$ cat src/rtl/decode_stage_nw.sv
// N-wide registered decode stage: per-lane RV32I decode, taken-branch squashing, and a main+skid output buffer.
// Optional macro DECODE_ILLEGAL_TRAP_EN adds illegal_out and makes an illegal lane squash the younger lanes.

package ooop_types;

   typedef enum logic [1:0] {
      FU_NONE = 2'd0,
      FU_ALU  = 2'd1,
      FU_BRU  = 2'd2,
      FU_LSU  = 2'd3
   } fu_type_e;

   typedef enum logic [3:0] {
      ALU_ADD  = 4'd0,
      ALU_SUB  = 4'd1,
      ALU_SLL  = 4'd2,
      ALU_SLT  = 4'd3,
      ALU_SLTU = 4'd4,
      ALU_XOR  = 4'd5,
      ALU_SRL  = 4'd6,
      ALU_SRA  = 4'd7,
      ALU_OR   = 4'd8,
      ALU_AND  = 4'd9,
      ALU_LUI  = 4'd10
   } alu_op_e;

   localparam logic [6:0] OPC_LUI    = 7'b0110111;
   localparam logic [6:0] OPC_JAL    = 7'b1101111;
   localparam logic [6:0] OPC_JALR   = 7'b1100111;
   localparam logic [6:0] OPC_OP_IMM = 7'b0010011;
   localparam logic [6:0] OPC_OP     = 7'b0110011;
   localparam logic [6:0] OPC_LOAD   = 7'b0000011;
   localparam logic [6:0] OPC_STORE  = 7'b0100011;
   localparam logic [6:0] OPC_BRANCH = 7'b1100011;

   // ls_size: 0 = byte, 1 = half, 2 = word
   typedef struct packed {
      logic [31:0] pc;
      logic [31:0] imm;
      logic [31:0] predicted_target;
      logic        predicted_taken;
      fu_type_e    fu_type;
      alu_op_e     alu_op;
      logic [2:0]  funct3;
      logic [4:0]  rd;
      logic [4:0]  rs1;
      logic [4:0]  rs2;
      logic        rd_used;
      logic        rs1_used;
      logic        rs2_used;
      logic        is_branch;
      logic        is_jump;
      logic        is_load;
      logic        is_store;
      logic [1:0]  ls_size;
      logic        unsigned_load;
   } decode_pkt_t;

endpackage

module decode_stage_nw
   import ooop_types::*;
#(
   parameter int DECODE_WIDTH = 2,
   parameter int CNT_W        = 32
) (
   input  logic                           clk,
   input  logic                           reset,
   input  logic                           flush,
   input  logic                           valid_in,
   output logic                           ready_out,
   input  logic [DECODE_WIDTH-1:0]        lane_valid_in,
   input  logic [DECODE_WIDTH*32-1:0]     pc_in,
   input  logic [DECODE_WIDTH*32-1:0]     instr_in,
   input  logic [DECODE_WIDTH-1:0]        predicted_taken_in,
   input  logic [DECODE_WIDTH*32-1:0]     predicted_target_in,
   output logic                           valid_out,
   input  logic                           ready_in,
   output logic [DECODE_WIDTH-1:0]        lane_valid_out,
   output decode_pkt_t [DECODE_WIDTH-1:0] pkt_out,
`ifdef DECODE_ILLEGAL_TRAP_EN
   output logic [DECODE_WIDTH-1:0]        illegal_out,
`endif
   output logic [CNT_W-1:0]               decoded_count
);

   typedef struct packed {
`ifdef DECODE_ILLEGAL_TRAP_EN
      logic [DECODE_WIDTH-1:0] illegal;
`endif
      logic [DECODE_WIDTH-1:0]        lanes;
      decode_pkt_t [DECODE_WIDTH-1:0] pkts;
   } bundle_t;

   // Only the encodings this pipeline executes are legal; everything else is
   // either trapped or turned into a NOP lane.
   function automatic logic lane_illegal(input logic [31:0] instr);
      logic [2:0] f3;
      logic [6:0] f7;
      logic       bad;
      f3 = instr[14:12];
      f7 = instr[31:25];
      case (instr[6:0])
         OPC_LUI, OPC_JAL, OPC_JALR, OPC_OP_IMM: bad = 1'b0;
         OPC_OP:     bad = !((f7 == 7'b0000000) || (f7 == 7'b0100000));
         OPC_LOAD:   bad = (f3 == 3'b011) || (f3 == 3'b110) || (f3 == 3'b111);
         OPC_STORE:  bad = f3[2] || (f3[1:0] == 2'b11);
         OPC_BRANCH: bad = (f3 == 3'b010) || (f3 == 3'b011);
         default:    bad = 1'b1;
      endcase
      return bad;
   endfunction

   function automatic alu_op_e alu_decode(input logic [2:0] f3, input logic alt);
      alu_op_e op;
      case (f3)
         3'b000:  op = alt ? ALU_SUB : ALU_ADD;
         3'b001:  op = ALU_SLL;
         3'b010:  op = ALU_SLT;
         3'b011:  op = ALU_SLTU;
         3'b100:  op = ALU_XOR;
         3'b101:  op = alt ? ALU_SRA : ALU_SRL;
         3'b110:  op = ALU_OR;
         default: op = ALU_AND;
      endcase
      return op;
   endfunction

   function automatic decode_pkt_t decode_lane(input logic [31:0] instr,
                                               input logic [31:0] pc,
                                               input logic        pt,
                                               input logic [31:0] ptgt);
      decode_pkt_t p;
      logic [31:0] immI, immS, immB, immU, immJ;
      logic [2:0]  f3;
      p    = '0;
      p.pc = pc;
      f3   = instr[14:12];
      immI = {{20{instr[31]}}, instr[31:20]};
      immS = {{20{instr[31]}}, instr[31:25], instr[11:7]};
      immB = {{19{instr[31]}}, instr[31], instr[7], instr[30:25], instr[11:8], 1'b0};
      immU = {instr[31:12], 12'b0};
      immJ = {{11{instr[31]}}, instr[31], instr[19:12], instr[20], instr[30:21], 1'b0};
      if (!lane_illegal(instr)) begin
         p.predicted_taken  = pt;
         p.predicted_target = ptgt;
         p.funct3           = f3;
         p.rd               = instr[11:7];
         p.rs1              = instr[19:15];
         p.rs2              = instr[24:20];
         case (instr[6:0])
            OPC_LUI: begin
               p.fu_type = FU_ALU;
               p.alu_op  = ALU_LUI;
               p.imm     = immU;
               p.rd_used = (instr[11:7] != 5'd0);
            end
            OPC_JAL: begin
               p.fu_type = FU_BRU;
               p.is_jump = 1'b1;
               p.imm     = immJ;
               p.rd_used = (instr[11:7] != 5'd0);
            end
            OPC_JALR: begin
               p.fu_type  = FU_BRU;
               p.is_jump  = 1'b1;
               p.imm      = immI;
               p.rs1_used = 1'b1;
               p.rd_used  = (instr[11:7] != 5'd0);
            end
            OPC_OP_IMM: begin
               p.fu_type  = FU_ALU;
               p.alu_op   = alu_decode(f3, instr[30] && (f3 == 3'b101));
               p.imm      = immI;
               p.rs1_used = 1'b1;
               p.rd_used  = (instr[11:7] != 5'd0);
            end
            OPC_OP: begin
               p.fu_type  = FU_ALU;
               p.alu_op   = alu_decode(f3, instr[30] && ((f3 == 3'b000) || (f3 == 3'b101)));
               p.rs1_used = 1'b1;
               p.rs2_used = 1'b1;
               p.rd_used  = (instr[11:7] != 5'd0);
            end
            OPC_LOAD: begin
               p.fu_type       = FU_LSU;
               p.is_load       = 1'b1;
               p.imm           = immI;
               p.rs1_used      = 1'b1;
               p.rd_used       = (instr[11:7] != 5'd0);
               p.ls_size       = f3[1:0];
               p.unsigned_load = f3[2];
            end
            OPC_STORE: begin
               p.fu_type  = FU_LSU;
               p.is_store = 1'b1;
               p.imm      = immS;
               p.rs1_used = 1'b1;
               p.rs2_used = 1'b1;
               p.ls_size  = f3[1:0];
            end
            default: begin
               p.fu_type   = FU_BRU;
               p.is_branch = 1'b1;
               p.imm       = immB;
               p.rs1_used  = 1'b1;
               p.rs2_used  = 1'b1;
            end
         endcase
      end
      return p;
   endfunction

   decode_pkt_t [DECODE_WIDTH-1:0] lanePkt;
   logic [DECODE_WIDTH-1:0]        effValid;
   logic [DECODE_WIDTH-1:0]        laneIllegal;
   logic                           blocked;
   bundle_t                        newBundle;

   // A valid lane that is predicted taken (or trapped) ends the bundle: younger lanes are squashed.
   always_comb begin
      blocked     = 1'b0;
      lanePkt     = '0;
      effValid    = '0;
      laneIllegal = '0;
      for (int i = 0; i < DECODE_WIDTH; i++) begin
         lanePkt[i]     = decode_lane(instr_in[i*32 +: 32], pc_in[i*32 +: 32],
                                      predicted_taken_in[i], predicted_target_in[i*32 +: 32]);
         laneIllegal[i] = lane_illegal(instr_in[i*32 +: 32]);
         effValid[i]    = lane_valid_in[i] && !blocked;
`ifdef DECODE_ILLEGAL_TRAP_EN
         if (lane_valid_in[i] && (predicted_taken_in[i] || laneIllegal[i]))
            blocked = 1'b1;
`else
         if (lane_valid_in[i] && predicted_taken_in[i])
            blocked = 1'b1;
`endif
      end
   end

   always_comb begin
      newBundle       = '0;
      newBundle.lanes = effValid;
      newBundle.pkts  = lanePkt;
`ifdef DECODE_ILLEGAL_TRAP_EN
      newBundle.illegal = laneIllegal & effValid;
`endif
   end

   bundle_t          main_q, main_d, skid_q, skid_d;
   logic             mainFull_q, mainFull_d, skidFull_q, skidFull_d;
   logic [CNT_W-1:0] count_q, count_d;
   logic [CNT_W-1:0] deliverCnt;
   logic             enq, drained;

   always_comb begin
      deliverCnt = '0;
      for (int i = 0; i < DECODE_WIDTH; i++)
         deliverCnt = deliverCnt + CNT_W'(main_q.lanes[i]);
   end

   // Flush wins over everything; otherwise the main entry refills from skid first to keep order.
   always_comb begin
      main_d     = main_q;
      skid_d     = skid_q;
      mainFull_d = mainFull_q;
      skidFull_d = skidFull_q;
      count_d    = count_q;
      enq        = valid_in && !skidFull_q && (|effValid);
      drained    = !mainFull_q || ready_in;
      if (flush) begin
         mainFull_d = 1'b0;
         skidFull_d = 1'b0;
      end else begin
         if (mainFull_q && ready_in)
            count_d = count_q + deliverCnt;
         if (drained) begin
            if (skidFull_q) begin
               main_d     = skid_q;
               mainFull_d = 1'b1;
               skidFull_d = enq;
               if (enq)
                  skid_d = newBundle;
            end else begin
               mainFull_d = enq;
               if (enq)
                  main_d = newBundle;
            end
         end else if (enq) begin
            skid_d     = newBundle;
            skidFull_d = 1'b1;
         end
      end
   end

   always_ff @(posedge clk or posedge reset) begin
      if (reset) begin
         main_q     <= '0;
         skid_q     <= '0;
         mainFull_q <= 1'b0;
         skidFull_q <= 1'b0;
         count_q    <= '0;
      end else begin
         main_q     <= main_d;
         skid_q     <= skid_d;
         mainFull_q <= mainFull_d;
         skidFull_q <= skidFull_d;
         count_q    <= count_d;
      end
   end

   assign ready_out      = !skidFull_q;
   assign valid_out      = mainFull_q;
   assign lane_valid_out = main_q.lanes & {DECODE_WIDTH{mainFull_q}};
   assign pkt_out        = main_q.pkts;
   assign decoded_count  = count_q;
`ifdef DECODE_ILLEGAL_TRAP_EN
   assign illegal_out    = main_q.illegal & {DECODE_WIDTH{mainFull_q}};
`endif

endmodule

$ cat config.mk
export PLATFORM = sky130hd
export DESIGN_NAME = decode_stage_nw
export DESIGN_NICKNAME = d
export VERILOG_FILES = /design/src/rtl/decode_stage_nw.sv
export SDC_FILE = /design/constraint.sdc
export NUM_CORES = 2
export LEC_CHECK = 0
export BUFFER_PORTS_ARGS = -buffer_cell sky130_fd_sc_hd__buf_2
export CAP_MARGIN = 25
export CELL_PAD_IN_SITES_DETAIL_PLACEMENT = 1
export CELL_PAD_IN_SITES_GLOBAL_PLACEMENT = 1
export CORE_ASPECT_RATIO = 0.8
export CORE_MARGIN = 8
export CORE_UTILIZATION = 45
export CTS_BUF_LIST = sky130_fd_sc_hd__clkbuf_4
export CTS_CLUSTER_SIZE = 16
export DETAILED_ROUTE_END_ITERATION = 16
export PLACE_DENSITY = 0.84
export SLEW_MARGIN = 10
export SYNTH_ARGS = -nofsm -noshare
export SYNTH_HDL_FRONTEND = slang
export SYNTH_SLANG_ARGS = --single-unit
$ cat constraint.sdc
create_clock -name clk -period 34 [get_ports clk]
set_input_delay 6.8 -clock clk [delete_from_list [all_inputs] [get_ports clk]]
set_output_delay 6.8 -clock clk [all_outputs]
set_load 0.01 [all_outputs]
======== Word level (Yosys, flattened, before mapping) ========
Cells that the tools add are included.
storage, ports and cells
  register bits after elaboration ......... 562
  bits of input ports ..................... 201
  output and inout port bits .............. 298
  word-level logic and storage cells ...... 231
cells by class
  add/sub/neg operators ................... 2
  equal/unequal tests ..................... 35
  muxes and demuxes ....................... 53
  bitwise logic cells ..................... 2
  reductions and logical operators ........ 58
operators by type and width
  kind                                                 count
  2-to-1 mux 264 bit                                   5
  case mux 32 bit (5 select lines)                     2
  2-to-1 mux 99 bit                                    2
  case mux 4 bit (7 select lines)                      4
  equality test 7 x 6 -> 1 bit, second input constant  8
  equality test 7 bit, second input constant           6
  adder 32 x 2 -> 32 bit                               1
  2-to-1 mux 1 bit                                     32
  equality test 3 bit, second input constant           8
  case mux 4 bit (3 select lines)                      2
  equality test 7 x 2 -> 1 bit, second input constant  2
  equality test 7 x 5 -> 1 bit, second input constant  2
  zero test 7 bit                                      2
  OR reduction 2 bit                                   7
  OR reduction 7 bit                                   2
  logical OR 1 bit                                     13
  equality test 3 x 2 -> 1 bit, second input constant  4
  OR reduction 3 bit                                   4
  OR reduction 6 bit                                   2
  case mux 1 bit (5 select lines)                      2
  nonzero test 5 bit                                   2
  OR reduction 5 bit                                   2
  logical AND 1 bit                                    9
  case mux 2 bit (2 select lines)                      2
  14 further kinds                                     25

======== Depth between registers and ports, before layout ========
  depth in word-level cells ............... 10
  depth in mapped cells ................... 10
  depth with buffers taken out ............ 9

======== Worst setup path before layout ========
OpenSTA, ideal clock, no wires.
  kind .................................... input -> register
  start ................................... input port instr_in[6]
  end ..................................... register main_q, in the netlist pkt_out[12]
  setup time .............................. 126 ps
  arrival ................................. 8296 ps
  data required time ...................... 33874 ps
  slack ................................... 25578 ps
  stages .................................. 8
  path buffers ............................ 3
  path through ............................ clkbuf_1 > or3_4 > nor2_4 > a21oi_2 > and3_1 > buf_2 > buf_4 > a221o_1
between the ends
  longest elaborated chain between the ends .. 6
  elaborated cells between the ends (all ways) .. 13
  classes of those cells .................. eq/ne (8); mux (4); reduce/logical (1)
RTL lines
  what                                                  RTL line  source
  start, declared                                       74        input logic [DECODE_WIDTH*32-1:0] instr_in,
  equality test 7 x 6 -> 1 bit (tied with other cells)  103       case (instr[6:0])
  OR reduction 4 bit                                    -
  case mux 1 bit (5 select lines) (*)                   103
  2-to-1 mux 99 bit (*)                                 144       if (!lane_illegal(instr)) begin
  2-to-1 mux 264 bit (*)                                286       if (enq)
  2-to-1 mux 264 bit (*)                                278       if (skidFull_q) begin
  end signal, assigned                                  304       main_q <= main_d;
  end, declared                                         250       bundle_t main_q, main_d, skid_q, skid_d;
Every way passes the cells marked *; elsewhere a longest branch is shown, timed or not. The select of a mux whose other input is x is not followed.
A chain may end at the register's enable or synchronous reset.

======== Final worst setup path ========
  start ................................... register skidFull_q
  end ..................................... output port ready_out
between the ends
  longest elaborated chain between the ends .. 1
RTL lines
  what                    RTL line  source
  start, declared         251       logic mainFull_q, mainFull_d, skidFull_q, skidFull_d;
  start signal, assigned  307       skidFull_q <= skidFull_d;
  zero test 1 bit         312       assign ready_out = !skidFull_q;
  end, declared           71        output logic ready_out,
No other way between the ends.

==> reports/metrics.cfg <==
[status]
status=finished, final reports clean

[drt]
drt-pass1-iter-count=5
via_count=21500
post_drt_wl_per_cell_um=23.8
routed_wl_um=89100
dr.first_iter.drc_count=1361
drtAntennaViolNets=0
drc=0
vias_per_cell=5.74

[cells_and_area]
final_cells=3744
nFillCells=6628
fin_nets=3050
drive_above_1_share_pct=26.8
fin_util_pct=50.2
syn2layout_area_growth_pct=11.1
layout_common_cells=dfrtp_1, buf_2, nand2_1, a21oi_1, nor2_1
final_common_cell=dfrtp_1
stdcell_area_um2=29000

[min_path]
hold_path.class=reg -> reg
worstHoldStart=skid_q[67]

[logic_synthesis]
synth-main-ff-cell=dfrtp_1
syn_inst=2613
ys_seq_area_share_pct=53.9
async_reset_ff_share_pct=100
ys_ff_latch=562
yosys_warnings=0
avgSynthCellArea_um2=9.99
netlist-cell-type-count=70
synthesis.area_um2=26100
synth_edf_count=0
syn-num-nets=2816

[global_route]
grt_first_pass_wirelength_um=138000
grt_max_degree=212
track_usage_pct=26.3
grt_overflow_total=0
grt_pass1_vias=23200
antenna_found_initial=21

[clocking]
ctsRootBufferMaster=clkbuf_4
post_cts_resize_count=0
cts.sinks=562
numCtsBuffers=151
cts_tree=yes
insertion_delay_ns=0.99
cts_hold_buffers=0
clk_pin_slew_ns=0.06
post_cts_buffers=0
clockBufferDepth=3
h-tree-depth=4

[die]
die_area_um2=66000
num_io_pins=499
die_y_um=231
coreArea_um2=57700
initial_core_util_pct=45.2
num_rows=79
die_x_um=285

[sta]
period_share_pct=28.3
fin_crit_ns=9.61
slew_viol_final=0
setup_tns_ns=0
max_freq_ghz=0.104
skew_ns=0.0655
rsz0062_at_grt=no
hold_viol_final=0
setup_viol=0
fin_ws_ns=24.39
worst_pin_slew_ns=1.22
slew-limit-headroom_pct=19.0

[worst_setup_path]
rrSetupSlack_ns=29.98
worstPathMaxFanout=74
crit_path_start_kind=register
arrival_ns=2.81
cp-end-kind=output pin
worstReg2RegStart=skidFull_q
endpoint=ready_out
crit_type=reg -> out
worstPathRequired_ns=27.20
rr_worst_depth=7
crit_start=skidFull_q
r2r_end=pkt_out[199]

[pwr]
power_density_nw_per_um2=56.4
total_leakage_power_nw=14.8
vdd.ir_drop.worst_mv=0.0307

[place]
io_buffers=498
place_ws_ns=23.86
dpl_cell_area_um2=27000
dp_hpwl_um=60500
place_inst=3461
place_congestion=0.874

[run]
maxCapViolCount=0

[stage by stage]
| step | hold slack (ns) | total power, mW |
|---|---|---|
| 3_5_place_dp | 0.462 | 1.04 |
| 5_1_grt | 0.493 | 1.72 |
| 4_1_cts | 0.476 | 1.65 |
| 3_3_place_gp | 0.454 | 1.02 |
| 6_report | 0.473 | 1.63 |
| 2_1_floorplan | 0.440 | 0.972 |
[sequential cells by signal, indices dropped and copies added (netlist names)]
name and flops:
decoded_count 32, main_q 2, pkt_out 262, skidFull_q 1, skid_q 264, valid_out 1
[report_power, final]
part | internal [mW] | leakage [nW] | switching (mW)
registers | 0.739 | 7.32 | 0.0464
logic | 0.0895 | 6.35 | 0.152
clock network | 0.313 | 1.10 | 0.294
total | 1.14 | 14.8 | 0.492
[worst max-delay path, stage by stage, from the launching register on]
cell	delay [ns]
dfrtp_4	1.11
inv_1	0.46
buf_2	0.29
[synth_stat cells, types with 6 or more instances]
master	instances	share of area [%]
or2_2	6	0.14
o21ai_0	101	1.9
clkbuf_1	113	1.6
a21oi_1	242	4.6
buf_2	30	0.58
nand2_1	355	5.1
o22ai_1	70	1.7
inv_1	13	0.19
and2_1	7	0.17
xor2_1	13	0.44
buf_4	271	7.8
buf_6	11	0.47
nand4_1	10	0.24
a21o_1	29	0.83
o31ai_1	9	0.26
or4_1	7	0.20
a22oi_1	10	0.29
o21ai_1	14	0.27
buf_1	23	0.33
a22o_1	105	3.5
and3_1	97	2.3
nor2_1	231	3.3
mux2i_1	67	2.6
nand2b_1	14	0.34
nand3_1	28	0.54
dfrtp_1	562	54
nor3_1	13	0.25
xnor2_1	18	0.60
a221o_1	73	2.8
[worst min-delay path by stage]
stage,end,slack (ns),depth (start not counted)
floorplan,skid_q[67],0.44,2
global placement,decoded_count[31],0.45,1
detailed placement,skid_q[67],0.46,2
CTS,skid_q[67],0.48,2
global route,pkt_out[4],0.49,2
finish,skid_q[67],0.47,2
[cell families after synthesis]
logic type	Yosys count	synth area share, %
buf+inv	461	11.0
compound gates	680	17.1
flops	562	53.9
xor+xnor	31	1.04
mux	68	2.61
fa+ha+maj	2	0.125
simple gates	809	14.2
[area by class of cell]
class	count	area [um2]	share of cell area, %
Clock inverter	50	318	1.10
Inverter	13	56.3	0.194
Clock buffer	208	1560	5.38
Timing Repair Buffer	529	2790	9.60
Antenna cell	23	57.6	0.198
Tap cell	769	962	3.32
Sequential cell	562	14100	48.5
Multi-Input combinational cell	1590	9190	31.7
[layer usage]
layer,track usage [%],routed length (um),vias to the layer above
li1,-,-,9437
met1,33.5,37000,11100
met4,12.8,3790,8
met2,41.1,41800,796
met5,0,40,-
met3,7.54,6530,200
No activity file was read; power rests on OpenSTA's default activity.
